[config.mk]
export PLATFORM = sky130hd
export DESIGN_NAME = alt_read_reg16_flat
export DESIGN_NICKNAME = d
export VERILOG_FILES = /design/src/rtl/alt_reg_pkg.sv /design/src/rtl/alt_read_reg16_if.sv /design/src/rtl/alt_rr_arbiter.sv /design/src/rtl/alt_read_reg16.sv /design/src/flat_wrapper.sv
export SDC_FILE = /design/constraint.sdc
export NUM_CORES = 1
export LEC_CHECK = 0
export BUFFER_PORTS_ARGS = -buffer_cell sky130_fd_sc_hd__buf_2
export CAP_MARGIN = 20
export CORE_MARGIN = 1.5
export CORE_UTILIZATION = 55
export CTS_CLUSTER_DIAMETER = 40
export CTS_CLUSTER_SIZE = 30
export DETAILED_ROUTE_END_ITERATION = 6
export PLACE_DENSITY_LB_ADDON = 0.15
export SYNTH_ARGS = -nofsm -noshare
export SYNTH_HDL_FRONTEND = slang
export SYNTH_SLANG_ARGS = --single-unit
export TNS_END_PERCENT = 20
[constraint.sdc]
create_clock -name clk -period 2.45 [get_ports clk]
set_input_delay 0.3675 -clock clk [delete_from_list [all_inputs] [get_ports clk]]
set_output_delay 0.3675 -clock clk [all_outputs]
set_load 0.1 [all_outputs]
[src/rtl/alt_reg_pkg.sv]
// Shared types and constants for the alternating-access register family.
// Grant codes name the single requester serviced in a given clock.
package alt_reg_pkg;

  typedef enum logic [1:0] {
    GNT_NONE = 2'd0,
    GNT_WR   = 2'd1,
    GNT_RD1  = 2'd2,
    GNT_RD2  = 2'd3
  } grant_t;

  localparam logic PORT1 = 1'b0;
  localparam logic PORT2 = 1'b1;

  localparam int          DEFAULT_WIDTH     = 16;
  localparam logic [15:0] DEFAULT_RESET_VAL = 16'h0000;

  function automatic logic is_read(input grant_t g);
    return (g == GNT_RD1) || (g == GNT_RD2);
  endfunction

endpackage

[src/rtl/alt_read_reg16_if.sv]
// Producer/consumer bus of the register: one write handshake and two read
// handshakes. The master side drives requests, the slave side responds.
interface alt_read_reg16_if #(
  parameter int WIDTH = 16
);
  logic             wr_en;
  logic [WIDTH-1:0] wr_data;
  logic             wr_ack;
  logic             rd_req_1;
  logic             rd_valid_1;
  logic [WIDTH-1:0] rd_data_1;
  logic             rd_req_2;
  logic             rd_valid_2;
  logic [WIDTH-1:0] rd_data_2;
  logic             last_rd_port;

  modport master (
    output wr_en, wr_data, rd_req_1, rd_req_2,
    input  wr_ack, rd_valid_1, rd_data_1, rd_valid_2, rd_data_2, last_rd_port
  );

  modport slave (
    input  wr_en, wr_data, rd_req_1, rd_req_2,
    output wr_ack, rd_valid_1, rd_data_1, rd_valid_2, rd_data_2, last_rd_port
  );
endinterface

[src/rtl/alt_rr_arbiter.sv]
// Two-requester arbiter with an alternating token. The token favours the
// requester it points to on contention and then moves to the other one.
module alt_rr_arbiter #(
  parameter bit FLIP_ALWAYS = 1'b0
) (
  input  logic clk,
  input  logic rst,
  input  logic req_a,
  input  logic req_b,
  input  logic accept,
  output logic gnt_a,
  output logic gnt_b
);

  // token_reg = 0 favours requester a, 1 favours requester b
  logic token_reg;
  logic token_next;

  always_comb begin
    gnt_a      = req_a && (!req_b || !token_reg);
    gnt_b      = req_b && (!req_a ||  token_reg);
    token_next = token_reg;
    // accept lets an outer arbiter veto the grant without moving the token
    if (accept && (gnt_a || gnt_b) && (FLIP_ALWAYS || (req_a && req_b))) begin
      token_next = gnt_a;
    end
  end

  always_ff @(posedge clk) begin
    if (rst) begin
      token_reg <= 1'b0;
    end else begin
      token_reg <= token_next;
    end
  end

endmodule

[src/rtl/alt_read_reg16.sv]
// Single-write, dual-read storage register servicing one access per clock,
// alternating between contending requesters so none of them starves.
module alt_read_reg16
  import alt_reg_pkg::*;
#(
  parameter int               WIDTH     = DEFAULT_WIDTH,
  parameter logic [WIDTH-1:0] RESET_VAL = DEFAULT_RESET_VAL
) (
  input  logic              clk,
  input  logic              rst,
  alt_read_reg16_if.slave   bus
);

  logic [WIDTH-1:0] reg_q;
  logic [WIDTH-1:0] rd_data_1_reg;
  logic [WIDTH-1:0] rd_data_2_reg;
  logic             wr_ack_reg;
  logic             rd_valid_1_reg;
  logic             rd_valid_2_reg;
  logic             last_rd_port_reg;

  logic   wr_elig;
  logic   rd1_elig;
  logic   rd2_elig;
  logic   side_gnt_wr;
  logic   side_gnt_rd;
  logic   rd_gnt_1;
  logic   rd_gnt_2;
  grant_t grant;

  // The response pulse masks its own requester so a held request is not served twice.
  assign wr_elig  = bus.wr_en    && !wr_ack_reg;
  assign rd1_elig = bus.rd_req_1 && !rd_valid_1_reg;
  assign rd2_elig = bus.rd_req_2 && !rd_valid_2_reg;

  alt_rr_arbiter #(.FLIP_ALWAYS(1'b0)) u_side_arb (
    .clk    (clk),
    .rst    (rst),
    .req_a  (wr_elig),
    .req_b  (rd1_elig || rd2_elig),
    .accept (1'b1),
    .gnt_a  (side_gnt_wr),
    .gnt_b  (side_gnt_rd)
  );

  // Read token only advances when the read side actually wins the cycle.
  alt_rr_arbiter #(.FLIP_ALWAYS(1'b1)) u_read_arb (
    .clk    (clk),
    .rst    (rst),
    .req_a  (rd1_elig),
    .req_b  (rd2_elig),
    .accept (side_gnt_rd),
    .gnt_a  (rd_gnt_1),
    .gnt_b  (rd_gnt_2)
  );

  always_comb begin
    grant = GNT_NONE;
    if (side_gnt_wr) begin
      grant = GNT_WR;
    end else if (side_gnt_rd) begin
      grant = rd_gnt_1 ? GNT_RD1 : (rd_gnt_2 ? GNT_RD2 : GNT_NONE);
    end
  end

  always_ff @(posedge clk) begin
    if (rst) begin
      reg_q            <= RESET_VAL;
      rd_data_1_reg    <= '0;
      rd_data_2_reg    <= '0;
      wr_ack_reg       <= 1'b0;
      rd_valid_1_reg   <= 1'b0;
      rd_valid_2_reg   <= 1'b0;
      last_rd_port_reg <= PORT1;
    end else begin
      wr_ack_reg     <= (grant == GNT_WR);
      rd_valid_1_reg <= (grant == GNT_RD1);
      rd_valid_2_reg <= (grant == GNT_RD2);
      if (grant == GNT_WR) begin
        reg_q <= bus.wr_data;
      end
      if (grant == GNT_RD1) begin
        rd_data_1_reg <= reg_q;
      end
      if (grant == GNT_RD2) begin
        rd_data_2_reg <= reg_q;
      end
      if (is_read(grant)) begin
        last_rd_port_reg <= (grant == GNT_RD2) ? PORT2 : PORT1;
      end
    end
  end

  assign bus.wr_ack       = wr_ack_reg;
  assign bus.rd_valid_1   = rd_valid_1_reg;
  assign bus.rd_data_1    = rd_data_1_reg;
  assign bus.rd_valid_2   = rd_valid_2_reg;
  assign bus.rd_data_2    = rd_data_2_reg;
  assign bus.last_rd_port = last_rd_port_reg;

endmodule

[src/flat_wrapper.sv]
// flat-port wrapper written by rule: the top's interface ports become plain ports
module alt_read_reg16_flat import alt_reg_pkg::*;
#(
  parameter int               WIDTH     = DEFAULT_WIDTH,
  parameter logic [WIDTH-1:0] RESET_VAL = DEFAULT_RESET_VAL
)
  (clk, rst, bus_wr_en, bus_wr_data, bus_rd_req_1, bus_rd_req_2, bus_wr_ack, bus_rd_valid_1, bus_rd_data_1, bus_rd_valid_2, bus_rd_data_2, bus_last_rd_port);
  alt_read_reg16_if #(.WIDTH(WIDTH)) bus_i ();
  input  logic clk;
  input  logic rst;
  input wire logic [$bits(bus_i.wr_en)-1:0] bus_wr_en;
  input wire logic [$bits(bus_i.wr_data)-1:0] bus_wr_data;
  input wire logic [$bits(bus_i.rd_req_1)-1:0] bus_rd_req_1;
  input wire logic [$bits(bus_i.rd_req_2)-1:0] bus_rd_req_2;
  output wire logic [$bits(bus_i.wr_ack)-1:0] bus_wr_ack;
  output wire logic [$bits(bus_i.rd_valid_1)-1:0] bus_rd_valid_1;
  output wire logic [$bits(bus_i.rd_data_1)-1:0] bus_rd_data_1;
  output wire logic [$bits(bus_i.rd_valid_2)-1:0] bus_rd_valid_2;
  output wire logic [$bits(bus_i.rd_data_2)-1:0] bus_rd_data_2;
  output wire logic [$bits(bus_i.last_rd_port)-1:0] bus_last_rd_port;
  assign bus_i.wr_en = bus_wr_en;
  assign bus_i.wr_data = bus_wr_data;
  assign bus_i.rd_req_1 = bus_rd_req_1;
  assign bus_i.rd_req_2 = bus_rd_req_2;
  assign bus_wr_ack = bus_i.wr_ack;
  assign bus_rd_valid_1 = bus_i.rd_valid_1;
  assign bus_rd_data_1 = bus_i.rd_data_1;
  assign bus_rd_valid_2 = bus_i.rd_valid_2;
  assign bus_rd_data_2 = bus_i.rd_data_2;
  assign bus_last_rd_port = bus_i.last_rd_port;
  alt_read_reg16 #(.WIDTH(WIDTH), .RESET_VAL(RESET_VAL)) u_core (.clk(clk), .rst(rst), .bus(bus_i));
endmodule
==> summary.txt <==
Run status
  – Status: finished, final reports clean

Pwr
  – VDD IR max: 0.433 mV
  – Power Total: 1790 uW
  – Power Density: 719 nW/um2
  – Leakage power: 0.00108 uW

Synth
  – Synthesized Nets: 239
  – Main flop type after synthesis: dfxtp_1
  – Post-synth EDFFs: 0
  – Post-Syn Area: 2130 um2
  – Yosys reg bits: 54
  – Syn_area_per_cell: 9.79 um2
  – Post-synthesis sequential area ratio: 50.7%
  – Synth async-reset ratio: 0%
  – Netlist cell types: 22
  – Yosys warns: 0
  – Synthesized instance count: 218

Floorplan
  – Die W: 65.3 um
  – Die height: 65.3 um
  – Initial Util: 57.8%
  – Area of the core: 3690 um2
  – Core Rows: 22
  – Die Area: 4260 um2
  – Io pins: 57

GRT
  – Largest net degree at the start of global routing: 50
  – GRT overflow: 0
  – First-pass GRT wire length: 6.84 mm
  – Antenna violations before repair: 0
  – GRT Total Usage: 20.9%
  – Vias in the first global route: 1502

Setup path
  – Worst Setup End Kind: register
  – Worst EP arrival: 1.91 ns
  – Critical path class: register to register
  – Crit Path Max Fanout: 17
  – CP cell instances: nor3b_4 > or3_1 > nand2_1 > a21oi_1
  – Buf/Inv on CP: 0
  – Delay-heaviest family, CP: simple AND/OR/NAND/NOR gates
  – Crit path largest cell delay: 0.57 ns
  – Crit path from: u_core.u_side_arb.token_reg$_SDFFE_PP0P_
  – Worst r2r src: u_core.u_side_arb.token_reg$_SDFFE_PP0P_
  – Startpoint types: register
  – Critical path's slowest cell: or3_1
  – CP Data Required Time: 2.68 ns

STA
  – Setup ws final: 0.770 ns
  – Skew final: 0.00423 ns
  – Period Utilization, post-route: 68.6%
  – Count of final hold-check violations: 0
  – Max Transition Viols Final: 0
  – F_max: 0.595 GHz
  – Fin Hold WS: 0.325 ns
  – TNS Setup: 0 ns
  – Tmin final: 1.68 ns
  – Final setup vio count: 0
  – Unrepaired setup endpoints after global routing: no
  – Slew @ Worst Pin: 0.697 ns
  – Max_slew headroom: 53.4%

Run
  – MaxCap Viol Count: 0

Layout
  – Layout area overhead: 16.8%
  – Layout cells sized above 1: 25.5%
  – # diodes: 0
  – Non-filler cells, final: 319
  – Most frequent cells in the layout: buf_2 (56), dfxtp_1 (54), nand2b_1 (35)
  – Commonest non-fill, non-tap cell in the layout: buf_2
  – Final net count: 292

Clocking
  – Reg clk slew, reported paths: 0.09 ns
  – Total CTS buffers: 5
  – H-tree depth: 2
  – CTS Buffer Depth: 2
  – Postcts setup bufs: 0
  – Skew-Pair Late Insertion Delay: 0.30 ns
  – Hold Buf Count CTS: 0
  – Clock root cell: clkbuf_8
  – TritonCTS clock tree: done
  – Clock sink count: 54
  – Post-CTS resize count: 0

Placement
  – # placed instances: 312
  – Final GP Congestion: 0.774
  – Port Buf Inserts: 56
  – DP Worst Slack: 0.707 ns
  – DPL Wire Length: 2.73 mm

Worst hold path
  – Min-delay worst type: primary input to register
  – Min-delay src: bus_wr_data[13]

Detailed routing
  – 1st-iter DRT viols: 81
  – Routed Antenna Nets: 0
  – DRT Wirelength: 4.04 mm
  – Drt drc: 0
  – DR WL/cell: 12.7 um
  – Vias per cell: 5.06
  – Drt first pass iters: 4
  – Via count: 1613
==> synth_stat cells (2+ instances only) <==
cell type	instances	area, um2
a21oi_1	19	95.1
buf_2	2	10.0
buf_4	4	30.0
buf_6	3	33.8
clkbuf_1	3	11.3
dfxtp_1	54	1080
mux2i_1	32	320
nand2_1	33	124
nand2b_1	35	219
nor2_1	19	71.3
nor2b_1	2	12.5
o21ai_0	2	10.0
==> kinds of logic (layout without fill, tap and decap cells) <==
family / Yosys count / in the layout / share of synthesized area [%]
buffers and inverters: 14 / 67 / 5.10
xor gates and xnor gates: 1 / 1 / 0.411
DFF: 54 / 54 / 50.7
AOI/OAI and AO/OA: 24 / 24 / 6.80
and+or+nand+nor: 93 / 93 / 22.0
muxes: 32 / 32 / 15.0
==> cell type report <==
cell class / count / area (um2)
repair buffers: 59 / 315
fillers: 318 / 1200
multi-input cells: 150 / 955
inverters: 1 / 3.75
well taps: 48 / 60.1
flip-flops and latches: 54 / 1080
clock buffers: 7 / 76.3
==> worst reg2reg max path, delay by kind of cell (launching register included) <==
family          cells  cell delay, ns
compound gates      1            0.16
simple gates        3            1.06
flops               1            0.39
==> path summary, 6_finish.rpt <==
check,end,slack (ns),cells past startpoint
hold / removal,u_core.reg_q[13]$_SDFFE_PP0P_,0.33,3
setup / recovery,u_core.bus.rd_data_2[6]$_SDFFE_PP0N_,0.77,4
setup reg to reg,u_core.bus.rd_data_2[6]$_SDFFE_PP0N_,0.77,4
hold reg to reg,u_core.bus.rd_data_2[3]$_SDFFE_PP0N_,0.45,2
==> through the flow <==
stage	instance area, um2	util [%]
6_report	2490	67.5
5_1_grt	2490	67.5
4_1_cts	2490	67.5
3_5_place_dp	2410	65.5
3_3_place_gp	2410	65.5
2_1_floorplan	2130	-
==> power breakdown <==
part,internal [uW],switching [uW]
clock,197,255
sequential,924,37.1
combinational,107,271
==> layer usage <==
layer	GRT usage, %	wire, um
met5	0	0
met4	7.03	23
met3	6.16	226
met2	34.1	1880
met1	26.5	1910
Power figures use the tool's default switching activity.
